## src/rtl/fpu_rr_arbiter.sv

```systemverilog
// fpu_rr_arbiter: round-robin sharing of one in-order FPU unit among NREQ
// requesters, with a tag FIFO that steers each result back to its issuer.
//
// Ports:
//   clk, rstn      clock, asynchronous active-low reset
//   req_order      per-requester order, held with operands until accepted
//   req_rs1/rs2    packed operands, requester i at [32i+31:32i]
//   req_accepted   one-hot, requester's order taken this cycle
//   req_done       one-hot, requester's result valid on rd this cycle
//   rd             result, straight from u_rd
//   u_order        order to the shared unit
//   u_rs1/u_rs2    granted requester's operands
//   u_accepted     unit took the order
//   u_done, u_rd   unit result valid / result
//   inflight       tag FIFO occupancy
//   err_orphan     sticky: u_done seen with no outstanding tag
module fpu_rr_arbiter #(
    parameter int NREQ  = 4,
    parameter int IDW   = 2,
    parameter int DEPTH = 4
) (
    input  logic                     clk,
    input  logic                     rstn,
    input  logic [NREQ-1:0]          req_order,
    input  logic [32*NREQ-1:0]       req_rs1,
    input  logic [32*NREQ-1:0]       req_rs2,
    output logic [NREQ-1:0]          req_accepted,
    output logic [NREQ-1:0]          req_done,
    output logic [31:0]              rd,
    output logic                     u_order,
    output logic [31:0]              u_rs1,
    output logic [31:0]              u_rs2,
    input  logic                     u_accepted,
    input  logic                     u_done,
    input  logic [31:0]              u_rd,
    output logic [$clog2(DEPTH):0]   inflight,
    output logic                     err_orphan
);

    localparam int AW = $clog2(DEPTH);

    logic [IDW-1:0] r_rr_ptr;
    logic [AW:0]    r_wr_ptr;
    logic [AW:0]    r_rd_ptr;
    logic [IDW-1:0] r_tags [DEPTH];
    logic           r_err;

    logic [IDW-1:0] w_grant;
    logic [IDW-1:0] w_next_rr;
    logic [IDW-1:0] w_head;
    logic           w_full;
    logic           w_empty;
    logic           w_take;
    logic           w_pop;

    // Pointers carry one extra wrap bit: equal low bits with differing
    // wrap bits means full, fully equal means empty.
    assign w_empty = (r_wr_ptr == r_rd_ptr);
    assign w_full  = (r_wr_ptr[AW] != r_rd_ptr[AW]) &&
                     (r_wr_ptr[AW-1:0] == r_rd_ptr[AW-1:0]);
    assign w_head  = r_tags[r_rd_ptr[AW-1:0]];

    // Scan from r_rr_ptr upward, wrapping at NREQ; first requester wins.
    always_comb begin
        int             v_idx;
        logic [IDW-1:0] v_cand;
        logic           v_found;
        w_grant = r_rr_ptr;
        v_found = 1'b0;
        for (int k = 0; k < NREQ; k++) begin
            v_idx = int'(r_rr_ptr) + k;
            if (v_idx >= NREQ) begin
                v_idx = v_idx - NREQ;
            end
            v_cand = IDW'(v_idx);
            if (!v_found && req_order[v_cand]) begin
                v_found = 1'b1;
                w_grant = v_cand;
            end
        end
    end

    assign w_next_rr = (w_grant == IDW'(NREQ - 1)) ? '0 : w_grant + 1'b1;

    // Full is judged on registered occupancy only, so a pop in the same
    // cycle frees the slot for the next cycle, not this one.
    assign u_order = (|req_order) & ~w_full & rstn;
    assign w_take  = u_order & u_accepted;
    assign w_pop   = u_done & ~w_empty;

    always_comb begin
        u_rs1        = '0;
        u_rs2        = '0;
        req_accepted = '0;
        req_done     = '0;
        for (int i = 0; i < NREQ; i++) begin
            if (w_grant == IDW'(i)) begin
                u_rs1           = req_rs1[32*i +: 32];
                u_rs2           = req_rs2[32*i +: 32];
                req_accepted[i] = w_take;
            end
            if (w_head == IDW'(i)) begin
                req_done[i] = w_pop & rstn;
            end
        end
    end

    assign rd         = u_rd;
    assign inflight   = r_wr_ptr - r_rd_ptr;
    assign err_orphan = r_err;

    always_ff @(posedge clk or negedge rstn) begin
        if (!rstn) begin
            r_rr_ptr <= '0;
            r_wr_ptr <= '0;
            r_rd_ptr <= '0;
            r_err    <= 1'b0;
            for (int i = 0; i < DEPTH; i++) begin
                r_tags[i] <= '0;
            end
        end else begin
            if (w_take) begin
                r_tags[r_wr_ptr[AW-1:0]] <= w_grant;
                r_wr_ptr                 <= r_wr_ptr + 1'b1;
                r_rr_ptr                 <= w_next_rr;
            end
            if (w_pop) begin
                r_rd_ptr <= r_rd_ptr + 1'b1;
            end
            if (u_done && w_empty) begin
                r_err <= 1'b1;
            end
        end
    end

endmodule

```

## config.mk

```make
export PLATFORM = sky130hd
export DESIGN_NAME = fpu_rr_arbiter
export DESIGN_NICKNAME = d
export VERILOG_FILES = /design/src/rtl/fpu_rr_arbiter.sv
export SDC_FILE = /design/constraint.sdc
export NUM_CORES = 1
export LEC_CHECK = 0
export BUFFER_PORTS_ARGS = -buffer_cell sky130_fd_sc_hd__buf_2
export CAP_MARGIN = 20
export CORE_AREA = 4 4 157 159
export DETAILED_ROUTE_END_ITERATION = 6
export DIE_AREA = 0 0 161 163
export SETUP_SLACK_MARGIN = 0.3
export SYNTH_ARGS = -nofsm -noshare
export SYNTH_HDL_FRONTEND = slang
export SYNTH_SLANG_ARGS = --single-unit
export TNS_END_PERCENT = 1
```

## constraint.sdc

```tcl
create_clock -name clk -period 3.5 [get_ports clk]
set_input_delay 0.525 -clock clk [delete_from_list [all_inputs] [get_ports clk]]
set_output_delay 0.525 -clock clk [all_outputs]
set_load 0.01 [all_outputs]
```

### After elaboration in Yosys (flattened, before gate mapping)

Index checks and enable logic that the tools add are counted.

* register bits after elaboration: 17
* output and inout bits: 109
* logic and storage cells: 102

* $add $sub $neg: 11
* $lt $le $gt $ge: 11
* equality and inequality tests: 9
* mux-type cells: 42
* bitwise operators: 9
* reduce and logical (&&, ||, !) cells: 12

Operators with widths (count)
* $mux W32: 8
* $mux W2: 12
* $ge A3 B3 Y1 const B: 5
* $mux W1: 15
* $lt A2 B3 Y1 const B: 4
* $bmux W1 S2: 4
* $bwmux W8: 1
* $eq A2 B2 Y1 const B: 4
* $sub A2 B1 Y2 const B: 4
* $add A2 B2 Y3 const B: 2
* $add A3 B1 Y3 const B: 2
* $logic_and A1 B1 Y1: 6
* $not A2 Y3: 2
* $and A1 B1 Y1: 5
* $bmux W2 S2: 1
* $demux W2 S2: 1
* $eq A2 B1 Y1 const B: 2
* $logic_not A2 Y1: 2
* $reduce_or A4 Y1: 1
* $add A2 B1 Y3 const B: 1
* $eq A3 B3 Y1: 1
* $ge A2 B3 Y1 const B: 1
* $logic_not A1 Y1: 3
* $lt A3 B1 Y1 const B: 1
* 5 further kinds: 6

### Depth between registers and ports, before layout

* depth in word-level cells: 19
* depth in mapped cells: 12
* mapped depth without buffers: 9

### Least setup slack after synthesis

No wires, ideal clock.

* path type: input -> output
* from: input port req_order[3]
* to: output port u_rs1[3]
* arrival: 2.452 ns
* setup slack: 0.523 ns
* stages on the path: 12
* path buffers: 3
* path through: or3_2 nand4b_1 nand2_1 inv_1 ha_1 buf_2 buf_2 buf_2 nand2_1 a21oi_1 a21oi_1 o21ai_0

* word-level cells in the longest chain between the ends: 17
* elaborated cells between the ends (all ways): 29
* those cells by class: eq/ne: 3; mux: 19; reduce/logical: 7

RTL lines
* start, declared: RTL line 24 `input logic [NREQ-1:0] req_order,`
* $bmux W1 S2: RTL line 76 `if (!v_found && req_order[v_cand]) begin`
* $mux W1 (not written as such): RTL line 76
* $mux W1: RTL line 76
* $logic_not A1 Y1: RTL line 76
* $logic_and A1 B1 Y1: RTL line 76
* $mux W1: RTL line 76
* $logic_not A1 Y1: RTL line 76
* $logic_and A1 B1 Y1: RTL line 76
* $mux W1: RTL line 76
* $logic_not A1 Y1: RTL line 76
* $logic_and A1 B1 Y1: RTL line 76
* $mux W2 (*): RTL line 76
* named net w_grant[1]: RTL line 48 `logic [IDW-1:0] w_grant;`
* $logic_not A2 Y1: RTL line 97 `if (w_grant == IDW'(i)) begin`
* $mux W32 (3 in series): RTL line 97
* $mux W32 (*): RTL line 97
* end, declared: RTL line 31 `output logic [31:0] u_rs1,`

Mark *: on every way through the listed nets, which the timed path passes. The rest lies on a longest branch. The select of a mux whose other input is x is not followed.

### Worst setup path after layout

* from: input port req_order[3]
* to: output port u_rs2[24]

* word-level cells in the longest chain between the ends: 17
* elaborated cells between the ends (all ways): 29
* those cells by class: eq/ne: 3; mux: 19; reduce/logical: 7

RTL lines
* $bmux W1 S2: RTL line 76
* $mux W1 (not written as such): RTL line 76
* $mux W1: RTL line 76
* $logic_not A1 Y1: RTL line 76
* $logic_and A1 B1 Y1: RTL line 76
* $mux W1: RTL line 76
* $logic_not A1 Y1: RTL line 76
* $logic_and A1 B1 Y1: RTL line 76
* $mux W1: RTL line 76
* $logic_not A1 Y1: RTL line 76
* $logic_and A1 B1 Y1: RTL line 76
* $mux W2 (*): RTL line 76
* named net w_grant[1]: RTL line 48
* $logic_not A2 Y1: RTL line 97
* $mux W32 (3 in series): RTL line 97
* $mux W32 (*): RTL line 97
* end, declared: RTL line 32 `output logic [31:0] u_rs2,`

Marks and branches as above.

==> flow_summary.html <==
<table>
<tr><th>Metric</th><th>Value</th></tr>
<tr><th colspan="2">Status</th></tr>
<tr><td>Outcome</td><td>complete, no violations</td></tr>
<tr><th colspan="2">Global route</th></tr>
<tr><td>Number of global-route vias before repair</td><td>4765</td></tr>
<tr><td>Initial antenna violation count</td><td>5</td></tr>
<tr><td>Wire length of the first global-routing pass</td><td>25.3 mm</td></tr>
<tr><td>Global-route congestion overflow total</td><td>0</td></tr>
<tr><td>Largest net degree at the start of global routing</td><td>74</td></tr>
<tr><td>Global-route total usage across every layer</td><td>11.9%</td></tr>
<tr><th colspan="2">Pwr</th></tr>
<tr><td>Leakage power summed over all cells</td><td>2.74 nW</td></tr>
<tr><td>Maximum resistive drop on vdd</td><td>234 uV</td></tr>
<tr><td>PD cells</td><td>778 nW/um2</td></tr>
<tr><th colspan="2">Detailed routing</th></tr>
<tr><td>Average vias per placed instance</td><td>4.30</td></tr>
<tr><td>DRT antenna net count</td><td>0</td></tr>
<tr><td>First-pass iteration count of the detailed router</td><td>4</td></tr>
<tr><td>DRC viols</td><td>0</td></tr>
<tr><td>Vias post-DR</td><td>5045</td></tr>
<tr><td>Total detailed-routing wirelength</td><td>18.9 mm</td></tr>
<tr><td>Initial drt markers</td><td>320</td></tr>
<tr><td>Per-cell routed wire length</td><td>16.1 um</td></tr>
<tr><th colspan="2">Setup path</th></tr>
<tr><td>Crit-path leading delay family</td><td>buffers and inverters</td></tr>
<tr><td>Startpoint type of the worst setup path</td><td>primary input</td></tr>
<tr><td>Peak fanout along the critical path</td><td>24</td></tr>
<tr><td>Required time worst endpoint</td><td>2.97 ns</td></tr>
<tr><td>Signal arrival time at the worst endpoint</td><td>2.59 ns</td></tr>
<tr><td>Depth of the most critical reg-to-reg path</td><td>6</td></tr>
<tr><td>Element type at the critical path end</td><td>output port</td></tr>
<tr><td>Crit-path max cell delay</td><td>0.47 ns</td></tr>
<tr><td>Worst reg2reg path endpoint</td><td>r_tags[2]</td></tr>
<tr><td>Startpoint of the worst register-to-register path</td><td>r_wr_ptr[0]</td></tr>
<tr><td>Max stage delay cell, worst path</td><td>sky130_fd_sc_hd__or3_2</td></tr>
<tr><td>Number of cells on the critical path</td><td>14</td></tr>
<tr><td>WP buf/inv</td><td>6</td></tr>
<tr><td>Critical path class</td><td>primary input to output port</td></tr>
<tr><td>Series of cell instances along the critical path</td><td>buf_2 -&gt; or3_2 -&gt; nand4b_1 -&gt; nand2_1 -&gt; inv_2 -&gt; ha_4 -&gt; buf_12 -&gt; buf_12 -&gt; clkbuf_16 -&gt; nand2_1 -&gt; a21oi_1 -&gt; a21oi_1 -&gt; o21ai_0 -&gt; buf_2</td></tr>
<tr><td>Setup slack, reg-to-reg</td><td>1.30 ns</td></tr>
<tr><th colspan="2">Finish</th></tr>
<tr><td>Most used cells in the layout excluding fill and tap cells</td><td>sky130_fd_sc_hd__buf_2, sky130_fd_sc_hd__nand2_1, sky130_fd_sc_hd__a21oi_1</td></tr>
<tr><td>Final cell area excluding filler cells</td><td>5800 um2</td></tr>
<tr><td>Layout cell share with drive strength beyond 1</td><td>47.9%</td></tr>
<tr><td>Final Net Count</td><td>1163</td></tr>
<tr><td>Area added between synthesis and finish</td><td>65.5%</td></tr>
<tr><td>Most common library cell in the layout ignoring fill and taps</td><td>sky130_fd_sc_hd__buf_2</td></tr>
<tr><th colspan="2">Clocking</th></tr>
<tr><td>Sinks on Clock Net</td><td>17</td></tr>
<tr><td>CTS Hold Buffers Added</td><td>0</td></tr>
<tr><td>Root Buffer</td><td>sky130_fd_sc_hd__clkbuf_16</td></tr>
<tr><td>Reg clk slew, reported paths</td><td>0.05 ns</td></tr>
<tr><td>Maximum buffer depth of the clock tree</td><td>2</td></tr>
<tr><td>Clock tree from TritonCTS</td><td>done</td></tr>
<tr><td>Cts bufs inserted</td><td>3</td></tr>
<tr><td>Insertion delay to the later sink of the worst-skew pair</td><td>0.24 ns</td></tr>
<tr><td>H-tree lvl count</td><td>1</td></tr>
<tr><th colspan="2">Floorplanning</th></tr>
<tr><td>Area of the die</td><td>26200 um2</td></tr>
<tr><td>Placeable core area</td><td>23300 um2</td></tr>
<tr><td>Site row count</td><td>56</td></tr>
<tr><td>Number of placed I/O pins</td><td>405</td></tr>
<tr><td>Initial core utilization</td><td>15.1%</td></tr>
<tr><td>Horizontal extent of the die</td><td>161 um</td></tr>
<tr><td>Die Y</td><td>163 um</td></tr>
<tr><th colspan="2">Timing</th></tr>
<tr><td>Period minus WS final</td><td>3.12 ns</td></tr>
<tr><td>Setup TNS Final</td><td>0 ns</td></tr>
<tr><td>Highest Clock Rate</td><td>0.321 GHz</td></tr>
<tr><td>Final hold violation count</td><td>0</td></tr>
<tr><td># setup viols final</td><td>0</td></tr>
<tr><td>Final worst clock skew</td><td>0.000930 ns</td></tr>
<tr><td>Fin worst setup slack</td><td>0.383 ns</td></tr>
<tr><td>RSZ-0062 raised after global routing</td><td>yes</td></tr>
<tr><td>Final worst path period share</td><td>89.0%</td></tr>
<tr><td>Actual transition at the worst max-transition pin</td><td>0.535 ns</td></tr>
<tr><td>Max-Slew Margin vs Limit</td><td>64.2%</td></tr>
<tr><td>Number of pins with negative max-slew slack in the final report</td><td>0</td></tr>
<tr><th colspan="2">Synthesis</th></tr>
<tr><td>Average cell area after synthesis</td><td>6.27 um2</td></tr>
<tr><td>Total of flip-flops plus latches after synthesis</td><td>17</td></tr>
<tr><td>Warnings from Yosys</td><td>0</td></tr>
<tr><td>Number of standard cells after synthesis</td><td>559</td></tr>
<tr><td>Most frequently used flop master after synthesis</td><td>sky130_fd_sc_hd__dfrtp_1</td></tr>
<tr><td>Count of flip-flops with a built-in enable after synthesis</td><td>0</td></tr>
<tr><td>Share of synthesized registers carrying an async set or reset</td><td>100%</td></tr>
<tr><td>Cell variety after synth</td><td>37</td></tr>
<tr><td>Sequential cell area fraction in the yosys report</td><td>12.1%</td></tr>
<tr><td>Number of nets produced by synthesis</td><td>867</td></tr>
<tr><td>Post-Syn Area</td><td>3510 um2</td></tr>
<tr><th colspan="2">Placement</th></tr>
<tr><td>Count of buffers inserted at the top-level ports</td><td>340</td></tr>
<tr><td>Post-place setup slack</td><td>0.207 ns</td></tr>
<tr><td>Half-perimeter wire length after placement</td><td>15.0 mm</td></tr>
<tr><td>Post-DP Area</td><td>5460 um2</td></tr>
<tr><td>Global placer's final weighted congestion</td><td>0.761</td></tr>
<tr><th colspan="2">Worst hold path</th></tr>
<tr><td>Path category of the worst min-delay check</td><td>primary input to asynchronous set/reset pin</td></tr>
<tr><th colspan="2">Job</th></tr>
<tr><td># Max-Cap Violations</td><td>0</td></tr>
</table>
cell usage after synthesis (4+ instances only):
master                     count  area share, %
sky130_fd_sc_hd__buf_1         8           0.86
sky130_fd_sc_hd__nand3b_1     63             13
sky130_fd_sc_hd__mux2_4        9            3.9
sky130_fd_sc_hd__dfrtp_1      17             12
sky130_fd_sc_hd__clkbuf_1     34            3.6
sky130_fd_sc_hd__inv_1        10            1.1
sky130_fd_sc_hd__nand2_1     132             14
sky130_fd_sc_hd__ha_1         11            3.9
sky130_fd_sc_hd__nor2b_1       5           0.89
sky130_fd_sc_hd__o21ai_0      66            9.4
sky130_fd_sc_hd__and2_1        4           0.71
sky130_fd_sc_hd__buf_2         7            1.0
sky130_fd_sc_hd__buf_4        32            6.9
sky130_fd_sc_hd__xnor2_1       4            1.0
sky130_fd_sc_hd__a21oi_1     125             18
per-layer routing:
layer  global-route usage (%)  wire length (um)  vias up
met5                        0                61        -
met4                     3.14               558        8
met3                     2.73              1580       38
met2                     21.8              9170      279
met1                     14.0              7480     2227
li1                         -                 -     2493
cell families (layout without fill, tap and decap cells):
kind of cell	after synthesis	count (layout)	share of synthesized area, %
AO/OA/AOI/OAI	202	202	30.8
multiplexers	11	11	5.14
other	0	1	0
buffers and inverters	92	387	13.7
flip-flops	17	17	12.1
XOR/XNOR	7	7	1.75
AND/OR/NAND/NOR	218	218	31.9
adder cells (fa/ha/maj)	12	12	4.50
flip-flops by register name, indices dropped and copies added, names as in the netlist:
signal / flops
err_orphan: 1
r_wr_ptr: 3
r_rd_ptr: 3
r_tags: 8
r_rr_ptr: 2
worst max path at each step:
stage	startpoint	end	slack [ns]
CTS	req_order[3]	u_rs2[3]	0.24
floorplan	req_order[3]	u_rs1[3]	0.52
global placement	req_order[3]	u_rs2[16]	0.23
finish	req_order[3]	u_rs2[24]	0.38
global route	req_order[3]	u_rs2[24]	0.24
detailed placement	req_order[3]	u_rs2[16]	0.21
through the flow:
step	utilization (%)	hold slack, ns	cells	power [mW]
floorplan	-	0.229	559	2.52
global placement	23.5	0.446	1158	3.99
detailed placement	23.5	0.451	1158	4.00
CTS	23.8	0.335	1162	4.25
global route	24.9	0.349	1174	4.94
finish	24.9	0.318	1174	4.51
what timing repair did:
action | in CTS | in global routing
pin swaps | 0 | 2
buffers inserted | 0 | 6
gates cloned | 0 | 5
gates resized for setup | 2 | 21
endpoints found under the setup margin | 16 | 59
power breakdown:
group,internal [mW],switching [mW]
registers,0.297,0.0952
logic,1.73,2.16
clock network,0.153,0.0737
cell type report:
| class | count | area [um2] |
|---|---|---|
| clock inverters | 1 | 5.00 |
| well taps | 319 | 399 |
| diodes | 1 | 2.50 |
| fillers | 2652 | 17500 |
| flip-flops and latches | 17 | 425 |
| clock buffers | 3 | 75.1 |
| inverters | 10 | 37.5 |
| repair buffers | 373 | 2190 |
| multi-input cells | 450 | 2670 |
Power figures use the tool's default switching activity.
